## config.mk

```make
export PLATFORM = sky130hd
export DESIGN_NAME = multicycle_ctrl_flat
export DESIGN_NICKNAME = d
export VERILOG_FILES = /design/src/rtl/multicycle_ctrl_if.sv /design/src/rtl/multicycle_ctrl.sv /design/src/flat_wrapper.sv
export SDC_FILE = /design/constraint.sdc
export NUM_CORES = 1
export LEC_CHECK = 0
export BUFFER_PORTS_ARGS = -buffer_cell sky130_fd_sc_hd__clkbuf_2
export CAP_MARGIN = 10
export CORE_MARGIN = 1
export CORE_UTILIZATION = 45
export DETAILED_ROUTE_END_ITERATION = 12
export PLACE_DENSITY = 0.69
export SYNTH_ARGS = -nofsm -noshare
export SYNTH_HDL_FRONTEND = slang
export SYNTH_SLANG_ARGS = --single-unit
```

## constraint.sdc

```tcl
create_clock -name clk -period 3.3 [get_ports clk]
set_input_delay 0.66 -clock clk [delete_from_list [all_inputs] [get_ports clk]]
set_output_delay 0.66 -clock clk [all_outputs]
set_load 0.01 [all_outputs]
```

## src/rtl/multicycle_ctrl_if.sv

```systemverilog
// Memory handshake between the multicycle controller and the shared memory port.
interface multicycle_ctrl_if;
    logic mem_req;
    logic mem_we;
    logic addr_sel;
    logic mem_ready;

    modport master (
        output mem_req,
        output mem_we,
        output addr_sel,
        input  mem_ready
    );

    modport slave (
        input  mem_req,
        input  mem_we,
        input  addr_sel,
        output mem_ready
    );
endinterface

```

## src/rtl/multicycle_ctrl.sv

```systemverilog
// Moore-style sequencer for a multi-cycle RV32I datapath with a memory watchdog,
// illegal-opcode trap and retired-instruction counter.
module multicycle_ctrl #(
    parameter int unsigned MEM_TIMEOUT = 16,
    parameter int unsigned CNT_W       = 32
) (
    input  logic                clk,
    input  logic                rst,
    multicycle_ctrl_if.master   mem,
    input  logic [6:0]          op_i,
    input  logic                zero_i,
    output logic                ir_we_o,
    output logic                pc_we_o,
    output logic                pc_src_o,
    output logic                reg_we_o,
    output logic [1:0]          result_src_o,
    output logic [1:0]          alu_src_a_o,
    output logic [1:0]          alu_src_b_o,
    output logic [1:0]          alu_op_o,
    output logic [3:0]          state_o,
    output logic                illegal_o,
    output logic                bus_err_o,
    output logic [CNT_W-1:0]    instr_retired_o
);

    typedef enum logic [3:0] {
        FETCH  = 4'd0,
        DECODE = 4'd1,
        MEMADR = 4'd2,
        MEMRD  = 4'd3,
        MEMWB  = 4'd4,
        MEMWR  = 4'd5,
        EXEC_R = 4'd6,
        EXEC_I = 4'd7,
        ALUWB  = 4'd8,
        BRANCH = 4'd9,
        JAL    = 4'd10,
        TRAP   = 4'd11
    } state_e;

    localparam int unsigned WCNT_W = (MEM_TIMEOUT > 1) ? $clog2(MEM_TIMEOUT) : 1;
    localparam logic [WCNT_W-1:0] WAIT_LAST =
        WCNT_W'((MEM_TIMEOUT == 0) ? 0 : MEM_TIMEOUT - 1);

    localparam logic [6:0] OP_LOAD   = 7'b0000011;
    localparam logic [6:0] OP_STORE  = 7'b0100011;
    localparam logic [6:0] OP_RTYPE  = 7'b0110011;
    localparam logic [6:0] OP_ITYPE  = 7'b0010011;
    localparam logic [6:0] OP_BRANCH = 7'b1100011;
    localparam logic [6:0] OP_JAL    = 7'b1101111;

    state_e             state_q, state_d;
    logic               illegal_q, illegal_d;
    logic               bus_err_q, bus_err_d;
    logic [CNT_W-1:0]   retired_q, retired_d;
    logic [WCNT_W-1:0]  wait_cnt_q, wait_cnt_d;

    logic       memReq, memWe, irWe, pcWe, regWe;
    logic       isMemState, wdExpire, retireEvent;

    // Watchdog fires only when the last allowed wait cycle also sees no ready.
    assign wdExpire = (MEM_TIMEOUT != 0) && (wait_cnt_q == WAIT_LAST) && !mem.mem_ready;

    always_comb begin
        state_d      = state_q;
        memReq       = 1'b0;
        memWe        = 1'b0;
        irWe         = 1'b0;
        pcWe         = 1'b0;
        regWe        = 1'b0;
        isMemState   = 1'b0;
        mem.addr_sel = 1'b0;
        pc_src_o     = 1'b0;
        result_src_o = 2'b00;
        alu_src_a_o  = 2'b00;
        alu_src_b_o  = 2'b00;
        alu_op_o     = 2'b00;
        illegal_d    = illegal_q;
        bus_err_d    = bus_err_q;

        case (state_q)
            FETCH: begin
                memReq      = 1'b1;
                isMemState  = 1'b1;
                alu_src_b_o = 2'b01;
                if (mem.mem_ready) begin
                    irWe    = 1'b1;
                    pcWe    = 1'b1;
                    state_d = DECODE;
                end else if (wdExpire) begin
                    bus_err_d = 1'b1;
                    state_d   = TRAP;
                end
            end
            DECODE: begin
                alu_src_a_o = 2'b01;
                alu_src_b_o = 2'b10;
                case (op_i)
                    OP_LOAD, OP_STORE: state_d = MEMADR;
                    OP_RTYPE:          state_d = EXEC_R;
                    OP_ITYPE:          state_d = EXEC_I;
                    OP_BRANCH:         state_d = BRANCH;
                    OP_JAL:            state_d = JAL;
                    default: begin
                        illegal_d = 1'b1;
                        state_d   = TRAP;
                    end
                endcase
            end
            MEMADR: begin
                alu_src_a_o = 2'b10;
                alu_src_b_o = 2'b10;
                state_d     = op_i[5] ? MEMWR : MEMRD;
            end
            MEMRD: begin
                memReq       = 1'b1;
                isMemState   = 1'b1;
                mem.addr_sel = 1'b1;
                if (mem.mem_ready) begin
                    state_d = MEMWB;
                end else if (wdExpire) begin
                    bus_err_d = 1'b1;
                    state_d   = TRAP;
                end
            end
            MEMWB: begin
                regWe        = 1'b1;
                result_src_o = 2'b01;
                state_d      = FETCH;
            end
            MEMWR: begin
                memReq       = 1'b1;
                memWe        = 1'b1;
                isMemState   = 1'b1;
                mem.addr_sel = 1'b1;
                if (mem.mem_ready) begin
                    state_d = FETCH;
                end else if (wdExpire) begin
                    bus_err_d = 1'b1;
                    state_d   = TRAP;
                end
            end
            EXEC_R: begin
                alu_src_a_o = 2'b10;
                alu_src_b_o = 2'b00;
                alu_op_o    = 2'b10;
                state_d     = ALUWB;
            end
            EXEC_I: begin
                alu_src_a_o = 2'b10;
                alu_src_b_o = 2'b10;
                alu_op_o    = 2'b10;
                state_d     = ALUWB;
            end
            ALUWB: begin
                regWe   = 1'b1;
                state_d = FETCH;
            end
            BRANCH: begin
                alu_src_a_o = 2'b10;
                alu_op_o    = 2'b01;
                pc_src_o    = 1'b1;
                pcWe        = zero_i;
                state_d     = FETCH;
            end
            JAL: begin
                regWe        = 1'b1;
                result_src_o = 2'b10;
                pcWe         = 1'b1;
                pc_src_o     = 1'b1;
                state_d      = FETCH;
            end
            TRAP: state_d = TRAP;
            default: state_d = TRAP;
        endcase

        // The counter restarts whenever a new state is entered, so it only runs while stalled.
        wait_cnt_d = wait_cnt_q;
        if (state_d != state_q) begin
            wait_cnt_d = '0;
        end else if (isMemState && !mem.mem_ready) begin
            wait_cnt_d = wait_cnt_q + WCNT_W'(1);
        end

        retireEvent = (state_d == FETCH) &&
                      ((state_q == MEMWB) || (state_q == MEMWR) || (state_q == ALUWB) ||
                       (state_q == BRANCH) || (state_q == JAL));
        retired_d = retireEvent ? (retired_q + CNT_W'(1)) : retired_q;
    end

    always_ff @(posedge clk) begin
        if (rst) begin
            state_q    <= FETCH;
            illegal_q  <= 1'b0;
            bus_err_q  <= 1'b0;
            retired_q  <= '0;
            wait_cnt_q <= '0;
        end else begin
            state_q    <= state_d;
            illegal_q  <= illegal_d;
            bus_err_q  <= bus_err_d;
            retired_q  <= retired_d;
            wait_cnt_q <= wait_cnt_d;
        end
    end

    // Write enables are suppressed while reset is held so an abandoned instruction leaves no trace.
    assign mem.mem_req     = memReq & ~rst;
    assign mem.mem_we      = memWe & ~rst;
    assign ir_we_o         = irWe & ~rst;
    assign pc_we_o         = pcWe & ~rst;
    assign reg_we_o        = regWe & ~rst;
    assign state_o         = state_q;
    assign illegal_o       = illegal_q;
    assign bus_err_o       = bus_err_q;
    assign instr_retired_o = retired_q;

endmodule

```

## src/flat_wrapper.sv

```systemverilog
// flat-port wrapper written by rule: the top's interface ports become plain ports
module multicycle_ctrl_flat 
#(
    parameter int unsigned MEM_TIMEOUT = 16,
    parameter int unsigned CNT_W       = 32
)
  (clk, rst, op_i, zero_i, ir_we_o, pc_we_o, pc_src_o, reg_we_o, result_src_o, alu_src_a_o, alu_src_b_o, alu_op_o, state_o, illegal_o, bus_err_o, instr_retired_o, mem_mem_req, mem_mem_we, mem_addr_sel, mem_mem_ready);
  multicycle_ctrl_if mem_i ();
  input  logic clk;
  input  logic rst;
  input  logic [6:0] op_i;
  input  logic zero_i;
  output logic ir_we_o;
  output logic pc_we_o;
  output logic pc_src_o;
  output logic reg_we_o;
  output logic [1:0] result_src_o;
  output logic [1:0] alu_src_a_o;
  output logic [1:0] alu_src_b_o;
  output logic [1:0] alu_op_o;
  output logic [3:0] state_o;
  output logic illegal_o;
  output logic bus_err_o;
  output logic [CNT_W-1:0] instr_retired_o;
  output wire logic [$bits(mem_i.mem_req)-1:0] mem_mem_req;
  output wire logic [$bits(mem_i.mem_we)-1:0] mem_mem_we;
  output wire logic [$bits(mem_i.addr_sel)-1:0] mem_addr_sel;
  input wire logic [$bits(mem_i.mem_ready)-1:0] mem_mem_ready;
  assign mem_mem_req = mem_i.mem_req;
  assign mem_mem_we = mem_i.mem_we;
  assign mem_addr_sel = mem_i.addr_sel;
  assign mem_i.mem_ready = mem_mem_ready;
  multicycle_ctrl #(.MEM_TIMEOUT(MEM_TIMEOUT), .CNT_W(CNT_W)) u_core (.clk(clk), .rst(rst), .mem(mem_i), .op_i(op_i), .zero_i(zero_i), .ir_we_o(ir_we_o), .pc_we_o(pc_we_o), .pc_src_o(pc_src_o), .reg_we_o(reg_we_o), .result_src_o(result_src_o), .alu_src_a_o(alu_src_a_o), .alu_src_b_o(alu_src_b_o), .alu_op_o(alu_op_o), .state_o(state_o), .illegal_o(illegal_o), .bus_err_o(bus_err_o), .instr_retired_o(instr_retired_o));
endmodule
```

==> impl_results.md <==
* Buffers added on ports at 63
* Iteration count of the initial detailed-routing pass at 4
* Weighted congestion reported at the end of routability-driven placement at 0.8160
* Post-synth cell types at 58
* Switch share at 41.90%
* ANT cells at 0
* Final period utilization at 80.90%
* Total global-route track usage at 21.08%
* Clock slew at the register clock pins of the worst setup and hold paths at 0.08 ns
* Library cell used as clock root buffer: sky130_fd_sc_hd__clkbuf_8
* Top achievable clock speed at 0.3746 GHz
* Total setup violations reported at the end of the flow at 0
* Cell with the most instances on the worst path: sky130_fd_sc_hd__or4b_4
* Time the final worst path needs with I/O delays and setup at 2.670 ns
* Number of synthesis warnings at 0
* Crit path max fanout at 13
* Post-route cell area at 0.003013 mm²
* Cell Pwr Density at 613.6 mW/mm²
* Antenna violations before repair at 0
* Share of synthesized area occupied by flip-flops and latches at 33.04%
* Worst VDD drop at 0.3307 mV
* Worst endpoint required time at 3.52 ns
* Kind of cell with the highest combined delay on the critical path: simple AND/OR/NAND/NOR gates
* Number of violations of the max-capacitance limit at 0
* Arrival time reported for the critical path endpoint at 2.89 ns
* Primary FF master, synth: sky130_fd_sc_hd__dfxtp_1
* Cell with the largest stage delay on the worst path: sky130_fd_sc_hd__or4b_4
* Mean number of vias per cell at 5.647
* Via total after detailed routing at 2575
* Unrepaired setup endpoints after global routing: no
* CTS HTree Levels at 2
* Maximum number of pins on one net before global-route repair at 42
* Worst Hold Class: flop to flop
* Crit Path Class: flop to flop
* Number of buffers inserted to repair setup after CTS at 0
* Wire length of the first global-routing pass at 10180 µm
* Final max-slew violation count at 0
* Routed len/inst at 13.83 µm
* Net count, final at 397
* Number of global-route vias before repair at 2225
* Sequential cell fraction of total power at 33.0%
* Num CTS Buffers at 5
* Wire length after detailed routing at 6307 µm
* Die height at 77.20 µm
* Switching pwr at 774.6 µW
* Async S/R FF share, synth at 0%
* Floorplan core area at 0.005473 mm²
* Largest buffer count on any clock path at 2
* Avg Cell Area, Syn at 7.928 µm²
* Post-DP HPWL at 4425 µm
* Setup TNS at 0 ns
* TritonCTS clock tree: built
* Kind of end point of the critical path: flop
* Clock latency of the later-clocked register in the worst-skew pair at 0.29 ns
* Clock Sink Count at 42
* Fraction of power consumed by the clock network at 17.2%
* Post-cts repair resize count at 0
* Syn_nets at 334
* Type of origin of the critical path: flop
* Crit path buf inv count at 1
* First DRT Iteration DRCs at 96
* Maximum clock skew at final layout at 0.006062 ns
* Max transition margin at 64.67%
* Sequence of cells on the critical path: buf_4 -> or4b_4 -> or4b_4 -> o211ai_4 -> or3_1 -> o21ai_0 -> a21oi_1
* Die Outline Area at 0.005960 mm²
* Aggregate global routing overflow at 0
* Die width at 77.20 µm
* Fraction of layout cells with a size suffix above 1 at 22.92%
* Placed instance area at 0.002937 mm²
* Number of rows in the core area at 27
* Antenna Violating Nets Remaining at 0
* Number of top-level design ports at 64
* Post-synthesis register bit count at 42
* Syn Std Cell Area at 0.002545 mm²
* Critical path's largest stage delay at 0.58 ns
* Initial Util at 46.50%
* Number of enable flip-flop cells after synthesis at 0
* Leakage power summed over all cells at 1.172 nW
* Final hold violation count at 0
* Status: finished, final reports clean
* Part of the power in combinational logic at 49.8%
* Internal power of the cells at 1.074 mW
* Cell count after synthesis at 321
* Detailed-route DRC error count at 0
* Synth-to-layout area growth at 18.39%
* Slew at the pin closest to its max-slew limit at 0.5280 ns
* Worst Hold Margin at 0.4531 ns
* Overall Power at 1.849 mW
* Number of buffers inserted by hold repair at cts at 0
-- metal layers --
metal	routed length [µm]	track usage [%]	vias to the layer above
li1	-	-	1311
met4	78	7.925	0
met1	3110	27.07	1198
met5	0	0	-
met3	258	3.929	5
met2	2859	34.78	61
-- power by group through the flow --
stage | registers [mW] | clock network (mW) | logic [mW]
global placement | 0.624 | 0 | 0.905
floorplan | 0.595 | 0 | 0.685
finish | 0.611 | 0.317 | 0.920
CTS | 0.611 | 0.326 | 0.920
global route | 0.622 | 0.347 | 1.00
detailed placement | 0.623 | 0 | 0.917
-- synth_stat cells, types with 4 or more instances --
cell | instances | area (µm²)
sky130_fd_sc_hd__dfxtp_1 | 42 | 840.8
sky130_fd_sc_hd__nor2_1 | 40 | 150.1
sky130_fd_sc_hd__a21oi_1 | 31 | 155.2
sky130_fd_sc_hd__nand2_1 | 21 | 78.83
sky130_fd_sc_hd__nand3_1 | 19 | 95.09
sky130_fd_sc_hd__o31ai_1 | 12 | 90.09
sky130_fd_sc_hd__inv_1 | 11 | 41.29
sky130_fd_sc_hd__o21ai_0 | 11 | 55.05
sky130_fd_sc_hd__or4_1 | 11 | 82.58
sky130_fd_sc_hd__nand4_1 | 10 | 62.56
sky130_fd_sc_hd__clkbuf_1 | 9 | 33.78
sky130_fd_sc_hd__or3_1 | 9 | 56.30
sky130_fd_sc_hd__xnor2_1 | 9 | 78.83
sky130_fd_sc_hd__nor4_1 | 8 | 50.05
sky130_fd_sc_hd__nand2b_1 | 6 | 37.54
sky130_fd_sc_hd__and3_1 | 4 | 25.02
sky130_fd_sc_hd__nand3b_1 | 4 | 30.03
sky130_fd_sc_hd__nor2b_1 | 4 | 25.02
sky130_fd_sc_hd__xor2_1 | 4 | 35.03
-- path summary, 6_finish.rpt --
kind                startpoint                          to  slack (ns)  cells past startpoint
max          u_core.state_o[2]  u_core.instr_retired_o[26]        0.63                      7
min           u_core.illegal_o            u_core.illegal_o        0.45                      2
max reg2reg  u_core.state_o[2]  u_core.instr_retired_o[26]        0.63                      7
min reg2reg   u_core.illegal_o            u_core.illegal_o        0.45                      2
-- worst register-to-register path, cell delays in order, from the launching register on --
cell,delay [ns]
sky130_fd_sc_hd__dfxtp_1,0.39
sky130_fd_sc_hd__buf_4,0.22
sky130_fd_sc_hd__or4b_4,0.58
sky130_fd_sc_hd__or4b_4,0.55
sky130_fd_sc_hd__o211ai_4,0.17
sky130_fd_sc_hd__or3_1,0.40
sky130_fd_sc_hd__o21ai_0,0.15
sky130_fd_sc_hd__a21oi_1,0.15
-- cells in the final DEF, fill, tap and decap left out, types with 3 or more instances in the layout --
master	n
sky130_fd_sc_hd__nand3_1	19
sky130_fd_sc_hd__o21ai_1	3
sky130_fd_sc_hd__nor4_1	8
sky130_fd_sc_hd__o31ai_1	12
sky130_fd_sc_hd__xor2_1	4
sky130_fd_sc_hd__o21ai_0	11
sky130_fd_sc_hd__a21oi_1	31
sky130_fd_sc_hd__nand3b_1	4
sky130_fd_sc_hd__clkbuf_2	63
sky130_fd_sc_hd__nor2b_1	4
sky130_fd_sc_hd__nand2b_1	6
sky130_fd_sc_hd__buf_4	10
sky130_fd_sc_hd__clkbuf_8	5
sky130_fd_sc_hd__nand2_1	21
sky130_fd_sc_hd__and3_1	4
sky130_fd_sc_hd__xnor2_1	9
sky130_fd_sc_hd__nor2_1	40
sky130_fd_sc_hd__inv_1	11
sky130_fd_sc_hd__or3_1	9
sky130_fd_sc_hd__nand4_1	10
sky130_fd_sc_hd__dfxtp_1	42
sky130_fd_sc_hd__or4_1	11
sky130_fd_sc_hd__nor3_1	3
sky130_fd_sc_hd__a211oi_1	3
-- flip-flops by register name, indices dropped and copies added (netlist names) --
| name | cells |
|---|---|
| u_core.illegal_o | 1 |
| u_core.bus_err_o | 1 |
| u_core.wait_cnt_q | 4 |
| u_core.state_o | 4 |
| u_core.instr_retired_o | 32 |
-- per-stage QoR --
| step | cells | utilization [%] | setup WS (ns) |
|---|---|---|---|
| CTS | 456 | 55.05 | 0.5986 |
| floorplan | 321 | - | 0.6561 |
| detailed placement | 449 | 53.66 | 0.3443 |
| global placement | 449 | 53.66 | 0.4342 |
| global route | 456 | 55.05 | 0.4464 |
| finish | 456 | 55.05 | 0.6304 |
-- kinds of logic after synthesis --
group                      Yosys count  synth area share, %
muxes                                4                1.672
adders and majority gates            2               0.9831
DFF                                 42                33.04
buffers and inverters               29                5.899
AOI/OAI and AO/OA                   77                20.65
and+or+nand+nor                    154                33.28
xor gates and xnor gates            13                4.474
-- final cells by class --
type	count	area (µm²)
clock buffers	7	76.32
flip-flops and latches	42	840.8
inverters	11	41.29
multi-input cells	250	1554
repair buffers	74	410.4
fillers	549	2460
well taps	72	90.09
Power figures use the tool's default switching activity.
